[src/rtl/rr_grant_hold_ctrl.sv]
// Registered round-robin grant controller: thermometer-mask selection, one-hot
// grant held until the owner drops its request or the hold limit expires.
module rr_grant_hold_ctrl #(
  parameter int request_lines = 4,
  parameter int MAX_HOLD      = 8
) (
  input  logic                             clk,
  input  logic                             rst,
  input  logic [request_lines-1:0]         req,
  output logic [request_lines-1:0]         gnt,
  output logic [$clog2(request_lines)-1:0] gnt_id,
  output logic                             gnt_valid,
  output logic [request_lines-1:0]         mask_q
);

  localparam int N   = request_lines;
  localparam int IDW = $clog2(N);
  localparam int CW  = (MAX_HOLD == 0) ? 1 : $clog2(MAX_HOLD + 1);

  typedef enum logic {
    S_IDLE = 1'b0,
    S_OWN  = 1'b1
  } state_e;

  state_e           state_q, state_d;
  logic [N-1:0]     gnt_q, gnt_d;
  logic [N-1:0]     mask_d;
  logic [IDW-1:0]   id_q, id_d;
  logic [CW-1:0]    cnt_q, cnt_d;

  logic [N-1:0]     masked;
  logic             sel_found;
  logic [IDW-1:0]   sel_idx;
  logic             hold_expired;

  // Lowest raw request first, then overridden by the lowest masked request,
  // which is always a subset of the raw requests.
  always_comb begin
    masked    = req & mask_q;
    sel_found = 1'b0;
    sel_idx   = '0;
    for (int i = N - 1; i >= 0; i--) begin
      if (req[i]) begin
        sel_found = 1'b1;
        sel_idx   = IDW'(i);
      end
    end
    for (int i = N - 1; i >= 0; i--) begin
      if (masked[i]) sel_idx = IDW'(i);
    end
  end

  assign hold_expired = (MAX_HOLD != 0) && (cnt_q == CW'(MAX_HOLD));

  always_comb begin
    state_d = state_q;
    gnt_d   = gnt_q;
    id_d    = id_q;
    cnt_d   = cnt_q;
    mask_d  = mask_q;
    case (state_q)
      S_IDLE: begin
        if (sel_found) begin
          state_d        = S_OWN;
          gnt_d          = '0;
          gnt_d[sel_idx] = 1'b1;
          id_d           = sel_idx;
          cnt_d          = CW'(1);
          for (int i = 0; i < N; i++) mask_d[i] = (i > int'(sel_idx));
        end
      end
      S_OWN: begin
        if (!req[id_q] || hold_expired) begin
          state_d = S_IDLE;
          gnt_d   = '0;
          id_d    = '0;
          cnt_d   = '0;
        end else if (MAX_HOLD != 0) begin
          cnt_d = cnt_q + 1'b1;
        end
      end
      default: state_d = S_IDLE;
    endcase
  end

  always_ff @(posedge clk or negedge rst) begin
    if (!rst) begin
      state_q <= S_IDLE;
      gnt_q   <= '0;
      id_q    <= '0;
      cnt_q   <= '0;
      mask_q  <= '1;
    end else begin
      state_q <= state_d;
      gnt_q   <= gnt_d;
      id_q    <= id_d;
      cnt_q   <= cnt_d;
      mask_q  <= mask_d;
    end
  end

  assign gnt       = gnt_q;
  assign gnt_id    = id_q;
  assign gnt_valid = (state_q == S_OWN);

endmodule

[config.mk]
export PLATFORM = sky130hd
export DESIGN_NAME = rr_grant_hold_ctrl
export DESIGN_NICKNAME = d
export VERILOG_FILES = /design/src/rtl/rr_grant_hold_ctrl.sv
export SDC_FILE = /design/constraint.sdc
export NUM_CORES = 1
export LEC_CHECK = 0
export CAP_MARGIN = 25
export CELL_PAD_IN_SITES_DETAIL_PLACEMENT = 1
export CELL_PAD_IN_SITES_GLOBAL_PLACEMENT = 2
export CORE_ASPECT_RATIO = 0.75
export CORE_MARGIN = 4
export CORE_UTILIZATION = 30
export CTS_CLUSTER_DIAMETER = 40
export CTS_CLUSTER_SIZE = 14
export DETAILED_ROUTE_END_ITERATION = 7
export PLACE_DENSITY_LB_ADDON = 0.1
export SLEW_MARGIN = 20
export SYNTH_ARGS = -nofsm -noshare
export SYNTH_HDL_FRONTEND = slang
export SYNTH_SLANG_ARGS = --single-unit
[constraint.sdc]
create_clock -name clk -period 1.7 [get_ports clk]
set_input_delay 0.34 -clock clk [delete_from_list [all_inputs] [get_ports clk]]
set_output_delay 0.34 -clock clk [all_outputs]
set_load 0.05 [all_outputs]
==> flow_metrics.env, run 1 <==
export IMPL_required_ns=1.87
export IMPL_switching_share_pct=46.1
export IMPL_final_common_cell="buf_4"
export IMPL_worstMarginPinSlew_ns=0.374
export IMPL_fin_nets=109
export IMPL_yosysUniqueCellTypes=32
export IMPL_wl_per_cell_um=14.3
export IMPL_fillers=273
export IMPL_dp_hpwl_um=1570
export IMPL_finalWirelength_um=1920
export IMPL_synth_yosys_warnings=0
export IMPL_use_met3_pct=3.89
export IMPL_htreeDepth=1
export IMPL_cts_sinks=15
export IMPL_hp_class="input pin to async pin"
export IMPL_yosysSeqAreaShare_pct=49.8
export IMPL_cap_violations=0
export IMPL_grtUsageMet2_pct=19.3
export IMPL_p_per_area_nw_per_um2=2010
export IMPL_p_sw_uw=1040
export IMPL_grt_use_met1_pct=19.9
export IMPL_via_per_inst=4.81
export IMPL_via_count=645
export IMPL_fmax_mhz=608
export IMPL_grt_overflow=0
export IMPL_grt_pass1_vias=667
export IMPL_drtIter0Drc=24
export IMPL_gp_congestion=0.720
export IMPL_drt_pass1_iterations=4
export IMPL_cts_tree="done"
export IMPL_rows=15
export IMPL_timing_final_ws_setup_ns=0.0540
export IMPL_place_area_um2=1090
export IMPL_synth_seq_cells=15
export IMPL_port_buffers=16
export IMPL_area_growth_synth_to_final_pct=46.9
export IMPL_coreArea_um2=2360
export IMPL_grt_max_degree=16
export IMPL_drive_gt1_share_pct=38.0
export IMPL_ant_nets=0
export IMPL_numCtsBuffers=3
export IMPL_rsz0062_at_grt="no"
export IMPL_multi_input_area_um2=372
export IMPL_die_w_um=66.2
export IMPL_pwr_share_seq_pct=30.9
export IMPL_tns_ns=0
export IMPL_insertion_delay_ns=0.28
export IMPL_syn_nets=76
export IMPL_hold_violations=0
export IMPL_syn_area_um2=763
export IMPL_p_leak_uw=0.000519
export IMPL_crit_arrival_ns=1.82
export IMPL_p_clk_share_pct=9.0
export IMPL_status="complete, no violations"
export IMPL_grtUsageTotal_pct=13.5
export IMPL_antenna_cells=0
export IMPL_fin_skew_ns=0.00365
export IMPL_fin_area_um2=1120
export IMPL_grt_pass1_wl_um=3420
export IMPL_dpl_cell_count=130
export IMPL_start_util_pct=32.3
export IMPL_cts_buffer_depth=2
export IMPL_finalCritPeriodShare_pct=96.8
export IMPL_ir_drop_mv=0.769
export IMPL_postSynthAreaPerCell_um2=11.2
export IMPL_post_route_util_pct=47.4
export IMPL_mostFrequentLayoutCells="18 x buf_4, 10 x dfrtp_1, 5 x o21ai_0, 5 x nor2_1, 5 x buf_12"
export IMPL_crit_fanout=6
export IMPL_ctsResizeCount=0
export IMPL_combinationalPowerShare_pct=60.1
export IMPL_crit_type="input pin to flop"
export IMPL_hold_buffers=0
export IMPL_ff_latch_area_um2=382
export IMPL_clk_pin_slew_worst_paths_ns=0.09
export IMPL_final_cells=134
export IMPL_internal_power_uw=1210
export IMPL_grt_busiest_layer="met1"
export IMPL_slew_violations=0
export IMPL_end_kind="flop"
export IMPL_start_kind="input pin"
export IMPL_die_y_um=51.7
export IMPL_ioPinCount=17
export IMPL_drcViolationCount=0
export IMPL_clock_root_buffer="clkbuf_4"
export IMPL_finalCriticalPeriod_ns=1.65
export IMPL_post_cts_buffers=0
export IMPL_post_place_ws_ns=-0.234
export IMPL_finalSetupViolCount=0
export IMPL_antenna_found_initial=0
export IMPL_synthCells=68
export IMPL_relSlewSlack_pct=74.8
export IMPL_die_area_um2=3420
[kinds of logic (layout without fill, tap and decap cells)]
group | count (synthesis) | in the layout | share of synthesized area [%]
AOI/OAI and AO/OA | 24 | 24 | 22.5
xor gates and xnor gates | 1 | 1 | 1.15
adders and majority gates | 2 | 2 | 3.28
buffers and inverters | 3 | 35 | 1.48
DFF | 15 | 15 | 49.8
muxes | 1 | 1 | 2.95
and+or+nand+nor | 22 | 22 | 18.9
[metal layers]
metal	up-vias	wire length, um
li1	311	-
met1	318	971
met2	14	853
met3	2	80
met4	0	14
met5	-	0
[power by group through the flow]
stage	clock network [uW]	logic (uW)	registers, uW
after floorplan	0	420	1040
after global placement	0	1360	698
after detailed placement	0	1370	704
after CTS	212	1370	700
after global routing	235	1460	727
final	202	1350	694
[synth_stat cells]
library cell,count,share of area (%)
a22oi_1,2,2.0
and2_1,1,0.82
a22o_1,3,3.4
nor2b_1,1,0.82
nand3_4,1,2.3
dfstp_2,4,14
nor4_1,1,0.82
nand3b_1,1,0.98
a21o_2,1,1.1
nor3b_1,1,0.98
nor2_1,5,2.5
nor3_4,1,2.1
nand3_1,2,1.3
nand2_4,1,1.5
a22o_2,1,1.3
or2_2,1,0.82
inv_1,3,1.5
o21ai_0,5,3.3
o21a_1,1,0.98
nand2b_1,3,2.5
o22ai_1,1,0.82
o21ai_1,1,0.66
dfrtp_1,11,36
o2bb2ai_1,2,2.3
ha_1,2,3.3
nand2_1,3,1.5
a21oi_1,1,0.66
a21o_1,1,0.98
xor2_1,1,1.1
mux4_2,1,3.0
a21boi_0,3,3.0
o21bai_1,2,2.0
[through the flow]
step	total power, uW	hold slack, ns
2_1_floorplan	1460	0.0444
3_3_place_gp	2060	0.482
3_5_place_dp	2070	0.479
4_1_cts	2280	0.371
5_1_grt	2420	0.371
6_report	2250	0.367
[critical path, stage by stage]
cell	delay, ns
clkdlybuf4s50_1	0.47
mux4_2	0.55
nand3_4	0.14
nand2_4	0.08
a22o_1	0.23
[final timing paths]
check,startpoint,end,slack [ns],cells past startpoint
max,req[3],gnt[3],0.05,5
min,rst,gnt_valid,0.37,2
max reg2reg,gnt_id[0],gnt[3],0.20,4
min reg2reg,gnt[0],gnt[0],0.50,1
max in group asynchronous,rst,mask_q[3],1.09,2
min in group clk,gnt[0],gnt[0],0.50,1
[sequential cells by signal, summed over array words and instances (netlist names)]
signal / cells
cnt_q: 4
gnt_valid: 1
mask_q: 4
gnt: 4
gnt_id: 2
[layout make-up]
| cell class | count | area share [%] |
|---|---|---|
| flip-flops and latches | 15 | 34.0 |
| well taps | 34 | 3.79 |
| multi-input cells | 50 | 33.1 |
| repair buffers | 28 | 25.7 |
| clock buffers | 4 | 2.34 |
| inverters | 3 | 1.00 |
Power figures use the tool's default switching activity.
==> run 2, diff against run 1 <==
==> config.mk (replaced) <==
export PLATFORM = sky130hd
export DESIGN_NAME = rr_grant_hold_ctrl
export DESIGN_NICKNAME = d
export VERILOG_FILES = /design/src/rtl/rr_grant_hold_ctrl.sv
export SDC_FILE = /design/constraint.sdc
export NUM_CORES = 1
export LEC_CHECK = 0
export CAP_MARGIN = 25
export CORE_MARGIN = 4
export CORE_UTILIZATION = 48
export CTS_CLUSTER_DIAMETER = 40
export CTS_CLUSTER_SIZE = 14
export DETAILED_ROUTE_END_ITERATION = 7
export GPL_TIMING_DRIVEN = 0
export PLACE_DENSITY = 0.77
export SLEW_MARGIN = 20
export SYNTH_ARGS = -nofsm -noshare
export SYNTH_HDL_FRONTEND = slang
export SYNTH_SLANG_ARGS = --single-unit
==> run 2 against run 1 <==
  * Register-to-register slack hardly changed
  * Final area shrank 14%
  * Flip-flop and latch count is the same
  * Highest routed layer is now met3
  * Critical endpoint unchanged
  * Wire length fell by 22%
  * Global-route usage up 2.9 points
  * Power down 15%
  * Fmax rose by 0.69%
  * Critical path type unchanged
  * Critical path depth is the same
  * Final cell count fell by 22%
==> flow_metrics.env, run 2 (synthesis gave the netlist of run 1 again) <==
export IMPL_antenna_cells=0
export IMPL_fin_area_um2=970
export IMPL_required_ns=1.87
export IMPL_start_kind="input pin"
export IMPL_final_common_cell="dfrtp_1"
export IMPL_mostFrequentLayoutCells="10 x dfrtp_1, 6 x dlygate4sd2_1, 5 x o21ai_0, 5 x nor2_1, 4 x dfstp_2"
export IMPL_fillers=127
export IMPL_timing_final_ws_setup_ns=0.0652
export IMPL_wl_met2_um=731
export IMPL_p_sw_uw=958
export IMPL_cts_tree="done"
export IMPL_dpl_cell_count=100
export IMPL_rsz0062_at_grt="no"
export IMPL_insertion_delay_ns=0.29
export IMPL_finalSetupViolCount=0
export IMPL_grt_pass1_wl_um=2540
export IMPL_switching_share_pct=50.0
export IMPL_final_cells=104
export IMPL_wl_per_cell_um=14.4
export IMPL_m1WireLength_um=685
export IMPL_die_w_um=47.9
export IMPL_grt_pass1_vias=578
export IMPL_cpPeakStageDelay_ns=0.53
export IMPL_cts_buffer_depth=2
export IMPL_gp_congestion=0.804
export IMPL_finalWirelength_um=1500
export IMPL_fin_skew_ns=0.0104
export IMPL_worstSetupStartpoint="req[2]"
export IMPL_rows=14
export IMPL_slowest_stage="mux4_2"
export IMPL_crit_type="input pin to flop"
export IMPL_grt_overflow=0
export IMPL_antenna_found_initial=0
export IMPL_port_buffers=16
export IMPL_rrSetupSlack_ns=0.19
export IMPL_cap_violations=0
export IMPL_numCtsBuffers=3
export IMPL_end_kind="flop"
export IMPL_clock_root_buffer="clkbuf_4"
export IMPL_reg2reg_from="gnt_id[0]"
export IMPL_ant_nets=0
export IMPL_internal_power_uw=959
export IMPL_drtIter0Drc=4
export IMPL_via_per_inst=5.61
export IMPL_htreeDepth=1
export IMPL_coreArea_um2=1510
export IMPL_ioPinCount=17
export IMPL_die_y_um=47.9
export IMPL_drt_pass1_iterations=4
export IMPL_grt_max_degree=16
export IMPL_place_area_um2=945
export IMPL_hold_buffers=0
export IMPL_p_total_uw=1920
export IMPL_slew_violations=0
export IMPL_hold_violations=0
export IMPL_highest_layer="met3"
export IMPL_fin_nets=97
export IMPL_clk_pin_slew_worst_paths_ns=0.09
export IMPL_p_leak_uw=0.000460
export IMPL_start_util_pct=50.7
export IMPL_fmax_mhz=612
export IMPL_dp_hpwl_um=1160
export IMPL_path_buf_inv=1
export IMPL_relSlewSlack_pct=57.2
export IMPL_tns_ns=0
export IMPL_ir_drop_mv=1.33
export IMPL_wl_met3_um=80
export IMPL_via_count=583
export IMPL_hp_class="input pin to async pin"
export IMPL_pwr_share_seq_pct=34.4
export IMPL_worstMarginPinSlew_ns=0.640
export IMPL_p_per_area_nw_per_um2=1980
export IMPL_p_clk_share_pct=10.5
export IMPL_crit_fanout=6
export IMPL_crit_chain="clkdlybuf4s50_1 -> mux4_2 -> nand3_4 -> nand2_4 -> a22o_1"
export IMPL_die_area_um2=2290
export IMPL_path_delay_family="multiplexers"
export IMPL_post_place_ws_ns=-0.316
export IMPL_area_growth_synth_to_final_pct=27.0
export IMPL_crit_arrival_ns=1.81
export IMPL_combinationalPowerShare_pct=55.1
export IMPL_finalCritPeriodShare_pct=96.2
export IMPL_drcViolationCount=0
export IMPL_cts_sinks=15
export IMPL_grtUsageTotal_pct=16.3
export IMPL_drive_gt1_share_pct=25.0
export IMPL_finalCriticalPeriod_ns=1.63
export IMPL_status="complete, no violations"
## run 2: area by class of cell
class                      count  area (um^2)  share of cell area (%)
sequential                    15          382                    39.4
inverter                       3         11.3                    1.16
clock buffer                   3         22.5                    2.32
clock inverter                 1         5.00                   0.516
timing repair buffer          16          151                    15.6
multi-input combinational     50          378                    39.0
tap                           16         20.0                    2.06
## run 2: power by group through the flow
stage	sequential, uW	clock, uW	combinational [uW]
after global routing	686	225	1140
after global placement	669	0	1120
after CTS	662	216	1080
final	660	201	1060
after detailed placement	668	0	1140
after floorplan	1040	0	420
## run 2: through the flow
step	utilization [%]	hold slack, ns
floorplan	-	0.0444
global placement	62.7	0.476
detailed placement	62.7	0.485
CTS	64.7	0.467
global route	64.4	0.483
finish	64.4	0.440
## run 2: metal layers
layer	up-vias	global-route usage, %
li1	289	-
met1	282	20.1
met2	12	24.8
met3	0	7.89
met4	0	5.91
met5	-	0
## run 2: path summary, 6_finish.rpt
kind	endpoint	depth (start not counted)
min reg2reg	gnt[0]	1
max reg2reg	gnt[3]	4
min in group clk	gnt[0]	1
max in group asynchronous	gnt_id[0]	1
min	gnt_valid	1
max	gnt[3]	5
## run 2: timing repair
item | 4_1_cts | 5_1_grt
setup endpoints to repair | 12 | 8
pin swaps | 0 | 0
resized for setup | 20 | 4
buffers inserted | 0 | 0
==> run 3, diff against run 2 <==
--- a/config.mk
+++ b/config.mk
@@ -6,7 +6,7 @@
 export NUM_CORES = 1
 export LEC_CHECK = 0
 export CAP_MARGIN = 25
-export CORE_MARGIN = 4
+export CORE_MARGIN = 2
 export CORE_UTILIZATION = 48
 export CTS_CLUSTER_DIAMETER = 40
 export CTS_CLUSTER_SIZE = 14
==> run 3 against run 2 <==
  * First-iteration DRC count grew to 3.5 times the previous value
  * Clock skew is 0.0016 ns lower
  * Sequential share of layout area up 0.46 points
  * Non-clock buffer count unchanged
  * Via count down 0.69%
  * Die area fell by 16%
  * Final area decreased by 1.2%
  * Critical endpoint unchanged
  * Largest power group unchanged
==> flow_metrics.env, run 3 (synthesis gave the netlist of run 1 again) <==
export IMPL_rrSetupSlack_ns=0.21
export IMPL_grt_pass1_wl_um=2560
export IMPL_crit_fanout=6
export IMPL_insertion_delay_ns=0.28
export IMPL_end_kind="flop"
export IMPL_fin_skew_ns=0.00884
export IMPL_slew_violations=0
export IMPL_grt_max_degree=16
export IMPL_cts_buffer_depth=2
export IMPL_drtIter0Drc=14
export IMPL_ant_nets=0
export IMPL_cts_sinks=15
export IMPL_drive_gt1_share_pct=23.9
export IMPL_crit_arrival_ns=1.80
export IMPL_numCtsBuffers=3
export IMPL_fin_area_um2=958
export IMPL_grt_pass1_vias=607
export IMPL_htreeDepth=1
export IMPL_mostFrequentLayoutCells="10 x dfrtp_1, 7 x dlygate4sd2_1, 5 x o21ai_0, 5 x nor2_1, 4 x dfstp_2"
export IMPL_wl_per_cell_um=14.5
export IMPL_timing_rr_end="gnt[3]"
export IMPL_finalCritPeriodShare_pct=96.4
export IMPL_via_count=579
export IMPL_area_growth_synth_to_final_pct=25.6
export IMPL_hold_buffers=0
export IMPL_multi_input_area_um2=378
export IMPL_post_place_ws_ns=-0.323
export IMPL_timing_final_ws_setup_ns=0.0615
export IMPL_required_ns=1.87
export IMPL_final_cells=104
export IMPL_drcViolationCount=0
export IMPL_finalSetupViolCount=0
export IMPL_drt_pass1_iterations=4
export IMPL_antenna_found_initial=0
export IMPL_gp_congestion=0.820
export IMPL_dpl_cell_count=100
export IMPL_hp_class="input pin to async pin"
export IMPL_reg2regPathDepth=4
export IMPL_fin_nets=97
export IMPL_rows=14
export IMPL_fmax_mhz=610
export IMPL_rsz0062_at_grt="no"
export IMPL_grtUsageTotal_pct=18.4
export IMPL_dp_hpwl_um=1130
export IMPL_crit_type="input pin to flop"
export IMPL_place_area_um2=945
export IMPL_die_y_um=43.9
export IMPL_antenna_cells=0
export IMPL_worstMarginPinSlew_ns=0.652
export IMPL_finalWirelength_um=1510
export IMPL_cap_violations=0
export IMPL_p_per_area_nw_per_um2=1980
export IMPL_start_kind="input pin"
export IMPL_final_common_cell="dfrtp_1"
export IMPL_post_route_util_pct=63.6
export IMPL_fillers=138
export IMPL_p_total_uw=1900
export IMPL_ctsResizeCount=18
export IMPL_cts_tree="done"
export IMPL_start_util_pct=50.7
export IMPL_die_area_um2=1930
export IMPL_die_w_um=43.9
export IMPL_p_leak_uw=0.000450
export IMPL_ff_latch_area_um2=382
export IMPL_ir_drop_mv=1.06
export IMPL_clock_root_buffer="clkbuf_4"
export IMPL_port_buffers=16
export IMPL_relSlewSlack_pct=56.4
export IMPL_finalCriticalPeriod_ns=1.64
export IMPL_status="complete, no violations"
export IMPL_coreArea_um2=1510
export IMPL_worstSetupStartpoint="req[2]"
export IMPL_hold_violations=0
export IMPL_via_per_inst=5.57
export IMPL_post_cts_buffers=0
export IMPL_grt_overflow=0
export IMPL_ioPinCount=17
export IMPL_clk_pin_slew_worst_paths_ns=0.09
export IMPL_reg2reg_from="gnt_id[0]"
[run 3: cell type report]
type,instances,share of cell area [%]
clock buffers,4,2.74
inverters,3,1.17
multi-input cells,50,39.4
flip-flops and latches,15,39.8
well taps,16,2.09
repair buffers,16,14.8
[run 3: how the worst max path moves through the flow]
stage	end	slack (ns)	cells past startpoint
after global routing	gnt[3]	0.03	5
final	gnt[3]	0.06	5
after CTS	mask_q[1]	0.002	1
after detailed placement	gnt[2]	-0.32	5
after floorplan	gnt_id[0]	0.07	4
after global placement	gnt[3]	-0.30	5
[run 3: routing by layer]
layer / vias to the layer above / global-route usage, % / routed length, um
li1: 288 / - / -
met1: 274 / 21.8 / 651
met2: 17 / 29.4 / 763
met3: 0 / 8.75 / 96
met4: 0 / 6.06 / 0
met5: - / 0 / 0
[run 3: critical path: stages]
cell	delay, ns
clkdlybuf4s50_1	0.48
mux4_2	0.53
nand3_4	0.14
nand2_4	0.08
a22o_1	0.23
[run 3: per-stage QoR]
stage / hold slack (ns) / TNS, ns
global route: 0.504 / 0
detailed placement: 0.482 / -3.33
global placement: 0.476 / -2.91
floorplan: 0.0444 / 0
finish: 0.451 / 0
CTS: 0.480 / 0
[run 3: where the power goes]
part	internal [uW]	switching, uW	total (uW)
Sequential	528	131	659
Combinational	335	711	1050
Clock	91.0	106	197
Total	954	948	1900
